`config.mk`:
```
export PLATFORM = sky130hd
export DESIGN_NAME = sync_fifo_ram_flat
export DESIGN_NICKNAME = d
export VERILOG_FILES = /design/src/rtl/sync_fifo_ram_if.sv /design/src/rtl/sync_fifo_ram.sv /design/src/flat_wrapper.sv
export SDC_FILE = /design/constraint.sdc
export NUM_CORES = 1
export LEC_CHECK = 0
export ABC_AREA = 1
export BUFFER_PORTS_ARGS = -buffer_cell sky130_fd_sc_hd__buf_2
export CAP_MARGIN = 20
export CORE_MARGIN = 10
export CORE_UTILIZATION = 50
export DETAILED_ROUTE_END_ITERATION = 8
export MAX_ROUTING_LAYER = met4
export PLACE_DENSITY = 0.67
export SLEW_MARGIN = 20
export SYNTH_ARGS = -nofsm -noshare
export SYNTH_HDL_FRONTEND = slang
export SYNTH_SLANG_ARGS = --single-unit
```
`constraint.sdc`:
```
create_clock -name Clock -period 2.9 [get_ports Clock]
set_input_delay 0.58 -clock Clock [delete_from_list [all_inputs] [get_ports Clock]]
set_output_delay 0.58 -clock Clock [all_outputs]
set_load 0.05 [all_outputs]
```
`src/rtl/sync_fifo_ram_if.sv`:
```
// Producer/consumer handshake bundle for sync_fifo_ram.
// Defining SYNC_FIFO_ERR_FLAGS_EN adds the sticky oOverflow/oUnderflow signals.
interface sync_fifo_ram_if #(
    parameter int DATA_WIDTH = 16,
    parameter int ADDR_WIDTH = 4
);
    logic                  iWriteEnable;
    logic [DATA_WIDTH-1:0] iDataIn;
    logic                  iReadEnable;
    logic [DATA_WIDTH-1:0] oDataOut;
    logic                  oDataValid;
    logic                  oEmpty;
    logic                  oFull;
    logic                  oAlmostFull;
    logic [ADDR_WIDTH:0]   oCount;
`ifdef SYNC_FIFO_ERR_FLAGS_EN
    logic                  oOverflow;
    logic                  oUnderflow;
`endif

    modport master (
        output iWriteEnable, iDataIn, iReadEnable,
`ifdef SYNC_FIFO_ERR_FLAGS_EN
        input  oOverflow, oUnderflow,
`endif
        input  oDataOut, oDataValid, oEmpty, oFull, oAlmostFull, oCount
    );

    modport slave (
        input  iWriteEnable, iDataIn, iReadEnable,
`ifdef SYNC_FIFO_ERR_FLAGS_EN
        output oOverflow, oUnderflow,
`endif
        output oDataOut, oDataValid, oEmpty, oFull, oAlmostFull, oCount
    );
endinterface

```
`src/rtl/sync_fifo_ram.sv`:
```
// Single-clock FIFO over a dual-address RAM with registered occupancy flags.
// Defining SYNC_FIFO_ERR_FLAGS_EN adds sticky overflow/underflow outputs.
module sync_fifo_ram #(
    parameter int DATA_WIDTH        = 16,
    parameter int ADDR_WIDTH        = 4,
    parameter int ALMOST_FULL_LEVEL = 12
) (
    input  logic Clock,
    input  logic Reset,
    sync_fifo_ram_if.slave bus
);
    localparam int                  DEPTH     = 1 << ADDR_WIDTH;
    localparam logic [ADDR_WIDTH:0] DEPTH_CNT = DEPTH[ADDR_WIDTH:0];
    localparam logic [ADDR_WIDTH:0] AF_CNT    = ALMOST_FULL_LEVEL[ADDR_WIDTH:0];
    localparam logic [ADDR_WIDTH:0] CNT_ONE   = 1;
    localparam logic [ADDR_WIDTH-1:0] PTR_ONE = 1;

    logic [DATA_WIDTH-1:0] mem_q [DEPTH];
    logic [ADDR_WIDTH-1:0] wr_ptr_q, rd_ptr_q;
    logic [ADDR_WIDTH:0]   count_q, count_d;
    logic [DATA_WIDTH-1:0] dout_q;
    logic                  valid_q, empty_q, full_q, afull_q;
    logic                  wr_acc, rd_acc;

    // Reset gates acceptance so a request during reset never touches RAM or pointers.
    // NOTE: every signal written in always_comb gets a default first, so no latch is inferred.
    always_comb begin
        wr_acc  = Reset & bus.iWriteEnable & ~full_q;
        rd_acc  = Reset & bus.iReadEnable  & ~empty_q;
        count_d = count_q;
        case ({wr_acc, rd_acc})
            2'b10:   count_d = count_q + CNT_ONE;
            2'b01:   count_d = count_q - CNT_ONE;
            default: count_d = count_q;
        endcase
    end

    // NOTE: the storage array has no reset; stale words are unreachable until rewritten.
    always_ff @(posedge Clock) begin
        if (wr_acc) mem_q[wr_ptr_q] <= bus.iDataIn;
    end

    // NOTE: sequential state uses non-blocking assignments so all registers see pre-edge values.
    always_ff @(posedge Clock) begin
        if (!Reset) begin
            wr_ptr_q <= '0;
            rd_ptr_q <= '0;
            count_q  <= '0;
            dout_q   <= '0;
            valid_q  <= 1'b0;
            empty_q  <= 1'b1;
            full_q   <= 1'b0;
            afull_q  <= 1'b0;
        end else begin
            if (wr_acc) wr_ptr_q <= wr_ptr_q + PTR_ONE;
            if (rd_acc) begin
                rd_ptr_q <= rd_ptr_q + PTR_ONE;
                dout_q   <= mem_q[rd_ptr_q];
            end
            valid_q <= rd_acc;
            count_q <= count_d;
            empty_q <= (count_d == '0);
            full_q  <= (count_d == DEPTH_CNT);
            afull_q <= (count_d >= AF_CNT);
        end
    end

`ifdef SYNC_FIFO_ERR_FLAGS_EN
    logic overflow_q, underflow_q;

    always_ff @(posedge Clock) begin
        if (!Reset) begin
            overflow_q  <= 1'b0;
            underflow_q <= 1'b0;
        end else begin
            overflow_q  <= overflow_q  | (bus.iWriteEnable & full_q);
            underflow_q <= underflow_q | (bus.iReadEnable  & empty_q);
        end
    end

    assign bus.oOverflow  = overflow_q;
    assign bus.oUnderflow = underflow_q;
`endif

    assign bus.oDataOut    = dout_q;
    assign bus.oDataValid  = valid_q;
    assign bus.oEmpty      = empty_q;
    assign bus.oFull       = full_q;
    assign bus.oAlmostFull = afull_q;
    assign bus.oCount      = count_q;
endmodule

```
`src/flat_wrapper.sv`:
```
// flat-port wrapper written by rule: the top's interface ports become plain ports
module sync_fifo_ram_flat 
#(
    parameter int DATA_WIDTH        = 16,
    parameter int ADDR_WIDTH        = 4,
    parameter int ALMOST_FULL_LEVEL = 12
)
  (Clock, Reset, bus_iWriteEnable, bus_iDataIn, bus_iReadEnable, bus_oDataOut, bus_oDataValid, bus_oEmpty, bus_oFull, bus_oAlmostFull, bus_oCount);
  sync_fifo_ram_if #(.DATA_WIDTH(DATA_WIDTH), .ADDR_WIDTH(ADDR_WIDTH)) bus_i ();
  input  logic Clock;
  input  logic Reset;
  input wire logic [$bits(bus_i.iWriteEnable)-1:0] bus_iWriteEnable;
  input wire logic [$bits(bus_i.iDataIn)-1:0] bus_iDataIn;
  input wire logic [$bits(bus_i.iReadEnable)-1:0] bus_iReadEnable;
  output wire logic [$bits(bus_i.oDataOut)-1:0] bus_oDataOut;
  output wire logic [$bits(bus_i.oDataValid)-1:0] bus_oDataValid;
  output wire logic [$bits(bus_i.oEmpty)-1:0] bus_oEmpty;
  output wire logic [$bits(bus_i.oFull)-1:0] bus_oFull;
  output wire logic [$bits(bus_i.oAlmostFull)-1:0] bus_oAlmostFull;
  output wire logic [$bits(bus_i.oCount)-1:0] bus_oCount;
  assign bus_i.iWriteEnable = bus_iWriteEnable;
  assign bus_i.iDataIn = bus_iDataIn;
  assign bus_i.iReadEnable = bus_iReadEnable;
  assign bus_oDataOut = bus_i.oDataOut;
  assign bus_oDataValid = bus_i.oDataValid;
  assign bus_oEmpty = bus_i.oEmpty;
  assign bus_oFull = bus_i.oFull;
  assign bus_oAlmostFull = bus_i.oAlmostFull;
  assign bus_oCount = bus_i.oCount;
  sync_fifo_ram #(.DATA_WIDTH(DATA_WIDTH), .ADDR_WIDTH(ADDR_WIDTH), .ALMOST_FULL_LEVEL(ALMOST_FULL_LEVEL)) u_core (.Clock(Clock), .Reset(Reset), .bus(bus_i));
endmodule
```
==> flow_summary.ini <==
[timing]
hold_viol = 0
slew_violations = 0
tightest_slew_ns = 0.711
rsz0062_at_grt = no
timing.fmax_ghz = 0.501
fin_ws_ns = 0.903
period_share_pct = 68.9
final.min_clock_period_ns = 2.00
finalSetupViolCount = 0
tns_ns = 0
relSlewSlack_pct = 52.6
finClkSkew_ns = 0.0208

[logic_synthesis]
yosys.area_share.adder_pct = 0.864
yosys.area_share.simple_pct = 9.75
yosysUniqueCellTypes = 32
synth_seq_area_share_pct = 72.1
synth_mux_area_share_pct = 0
syn_nets = 955
synth_compound_area_share_pct = 12.6
synthCells = 927
avgSynthCellArea_um2 = 12.5
synth_top_family_by_area = compound AO/OA/AOI/OAI gates
ys_ff_latch = 289
netlist_area_um2 = 11600
yosys_warnings = 0
synth-xor-area-share_pct = 0.151

[placement]
gp_congestion = 0.856
post-place-ws_ns = 0.408
port_buffers = 44
hpwl_mm = 16.0

[critical_path]
critPathBufInv = 3
crit_start = u_core.bus.oFull
arrival_ns = 2.48
crit_path_cell_trace = inv_1 > nand2_1 > nor2_1 > inv_1 > ha_1 > inv_1 > or2_2 > nand2_1 > nand3_1 > nand2_1
setup.worst_path.start_class = flip-flop
crit_type = reg -> reg
crit_family = simple AND/OR/NAND/NOR gates
slowest_delay_ns = 0.39
critPathSlowestCell = ha_1
cp.required_ns = 3.38
r2r-start = u_core.bus.oFull
crit_path_end_kind = flip-flop
cp_max_fo = 5

[flow_run]
maxCapViolations = 0

[final_layout]
diodes = 0
multi_input_area_um2 = 2750
nFillCells = 1803
drive_above_1_share_pct = 15.0
seqCellArea_um2 = 8350
layout_common_cells = edfxtp_1, nor2_1, o21ai_0
area_delta_synth_final_pct = 13.7
final_nets = 1016
final_common_cell = edfxtp_1

[floorplanning]
die-area_um2 = 29700
ios = 45
core-area_um2 = 22700
rows = 55
die_h_um = 172
initial_core_util_pct = 51.0
die_w_um = 172

[clock_tree]
cts_root_buffer = clkbuf_16
cts_max_level = 1
cts_tree = yes
clk_pin_slew_ns = 0.06
cts_setup_buffers = 0
cts.path.max_buffers = 3
clkLatencyLatePin_ns = 0.55
cts-resized-gates = 0
cts_sinks = 289
cts_hold_buf = 0
numCtsBuffers = 29

[run_status]
status = completed

[routing]
remaining_drc_errors = 0
viasPerCell = 5.65
vias = 7320
ant_nets = 0
routedWlPerCell_um = 20.4
drtPass1Iterations = 5
wl_mm = 26.5
drtIter0Drc = 645

[global_routing]
grt_max_degree = 130
antenna_found_initial = 0
grt_overflow = 0
grt_pass1_vias = 7040
grt_pass1_wl_mm = 40.9
grt_usage_pct = 18.5

[power_and_ir_drop]
leakage_uw = 0.00464
irDropWorstVdd_mv = 0.473
powerDensity_nw_per_um2 = 690

[hold_path]
hold_class = in -> reg
hp-start = bus_iReadEnable
area by class of cell:
cell class / count / share of cell area [%]
tap: 285 / 2.71
sequential: 289 / 63.4
clock inverter: 13 / 0.884
multi-input combinational: 535 / 20.9
timing repair buffer: 88 / 4.75
inverter: 45 / 1.30
clock buffer: 41 / 6.01
report_power, final:
part / internal (uW) / switching [uW] / leakage, uW
Clock: 2070 / 1440 / 0.000444
Sequential: 4600 / 46.5 / 0.00258
Combinational: 253 / 668 / 0.00162
kinds of logic (layout without fill, tap and decap cells):
family	Yosys count	after routing
xor gates and xnor gates	2	2
adders and majority gates	8	8
AOI/OAI and AO/OA	245	245
DFF	289	289
and+or+nand+nor	280	280
buffers and inverters	103	187
Yosys cell counts (all sizes together):
cell type	instances	share of area (%)
ha	8	0.86
xor2	2	0.15
nor3	1	0.043
nand2	61	2.1
o21ai	142	6.1
nor2	182	6.0
a31o	8	0.60
dfxtp	33	5.7
clkinv	1	0.032
buf	32	2.2
a31oi	1	0.054
clkbuf	26	0.85
o221ai	20	1.5
o21bai	1	0.065
edfxtp	256	66
o211ai	44	2.9
inv	44	1.4
a21oi	13	0.56
or2	1	0.054
o22ai	16	0.86
nor4	1	0.054
nand4	3	0.16
nand3	31	1.3
sequential cells by signal, summed over array words and instances, names as in the netlist:
| register | flops |
|---|---|
| u_core.wr_ptr_q | 4 |
| u_core.bus.oEmpty | 1 |
| u_core.bus.oFull | 1 |
| u_core.bus.oDataValid | 1 |
| u_core.mem_q | 256 |
| u_core.bus.oDataOut | 16 |
| u_core.bus.oCount | 5 |
| u_core.rd_ptr_q | 4 |
| u_core.bus.oAlmostFull | 1 |
worst register-to-register path: stages, from the launching register on:
cell and delay (ns):
dfxtp_1 0.31, inv_1 0.04, nand2_1 0.10, nor2_1 0.28
inv_1 0.13, ha_1 0.39, inv_1 0.12, or2_2 0.28
nand2_1 0.13, nand3_1 0.09, nand2_1 0.05
per-stage QoR:
stage	utilization, %	hold slack, ns	instances	total power [uW]	cell area (um^2)
2_1_floorplan	-	0.477	927	5400	11600
3_3_place_gp	54.0	0.506	1242	5640	12300
3_5_place_dp	54.0	0.516	1242	5660	12300
4_1_cts	58.0	0.311	1296	9150	13200
5_1_grt	58.0	0.337	1296	9420	13200
6_report	58.0	0.327	1296	9080	13200
path summary, 6_finish.rpt:
check	to	slack, ns	cells past startpoint
max	u_core.bus.oEmpty	0.90	10
min	u_core.bus.oDataValid	0.33	3
max reg2reg	u_core.bus.oEmpty	0.90	10
min reg2reg	u_core.bus.oDataOut[8]	0.53	4
metal layers:
layer	wire length (um)	vias up	global-route usage, %	share of wire [%]
met5	0	-	-	0
met2	12300	240	28.5	46
li1	-	3498	-	-
met3	1690	49	2.53	6.4
met4	645	0	6.11	2.4
met1	11800	3533	25.0	45
(Power assumes the default switching activity.)
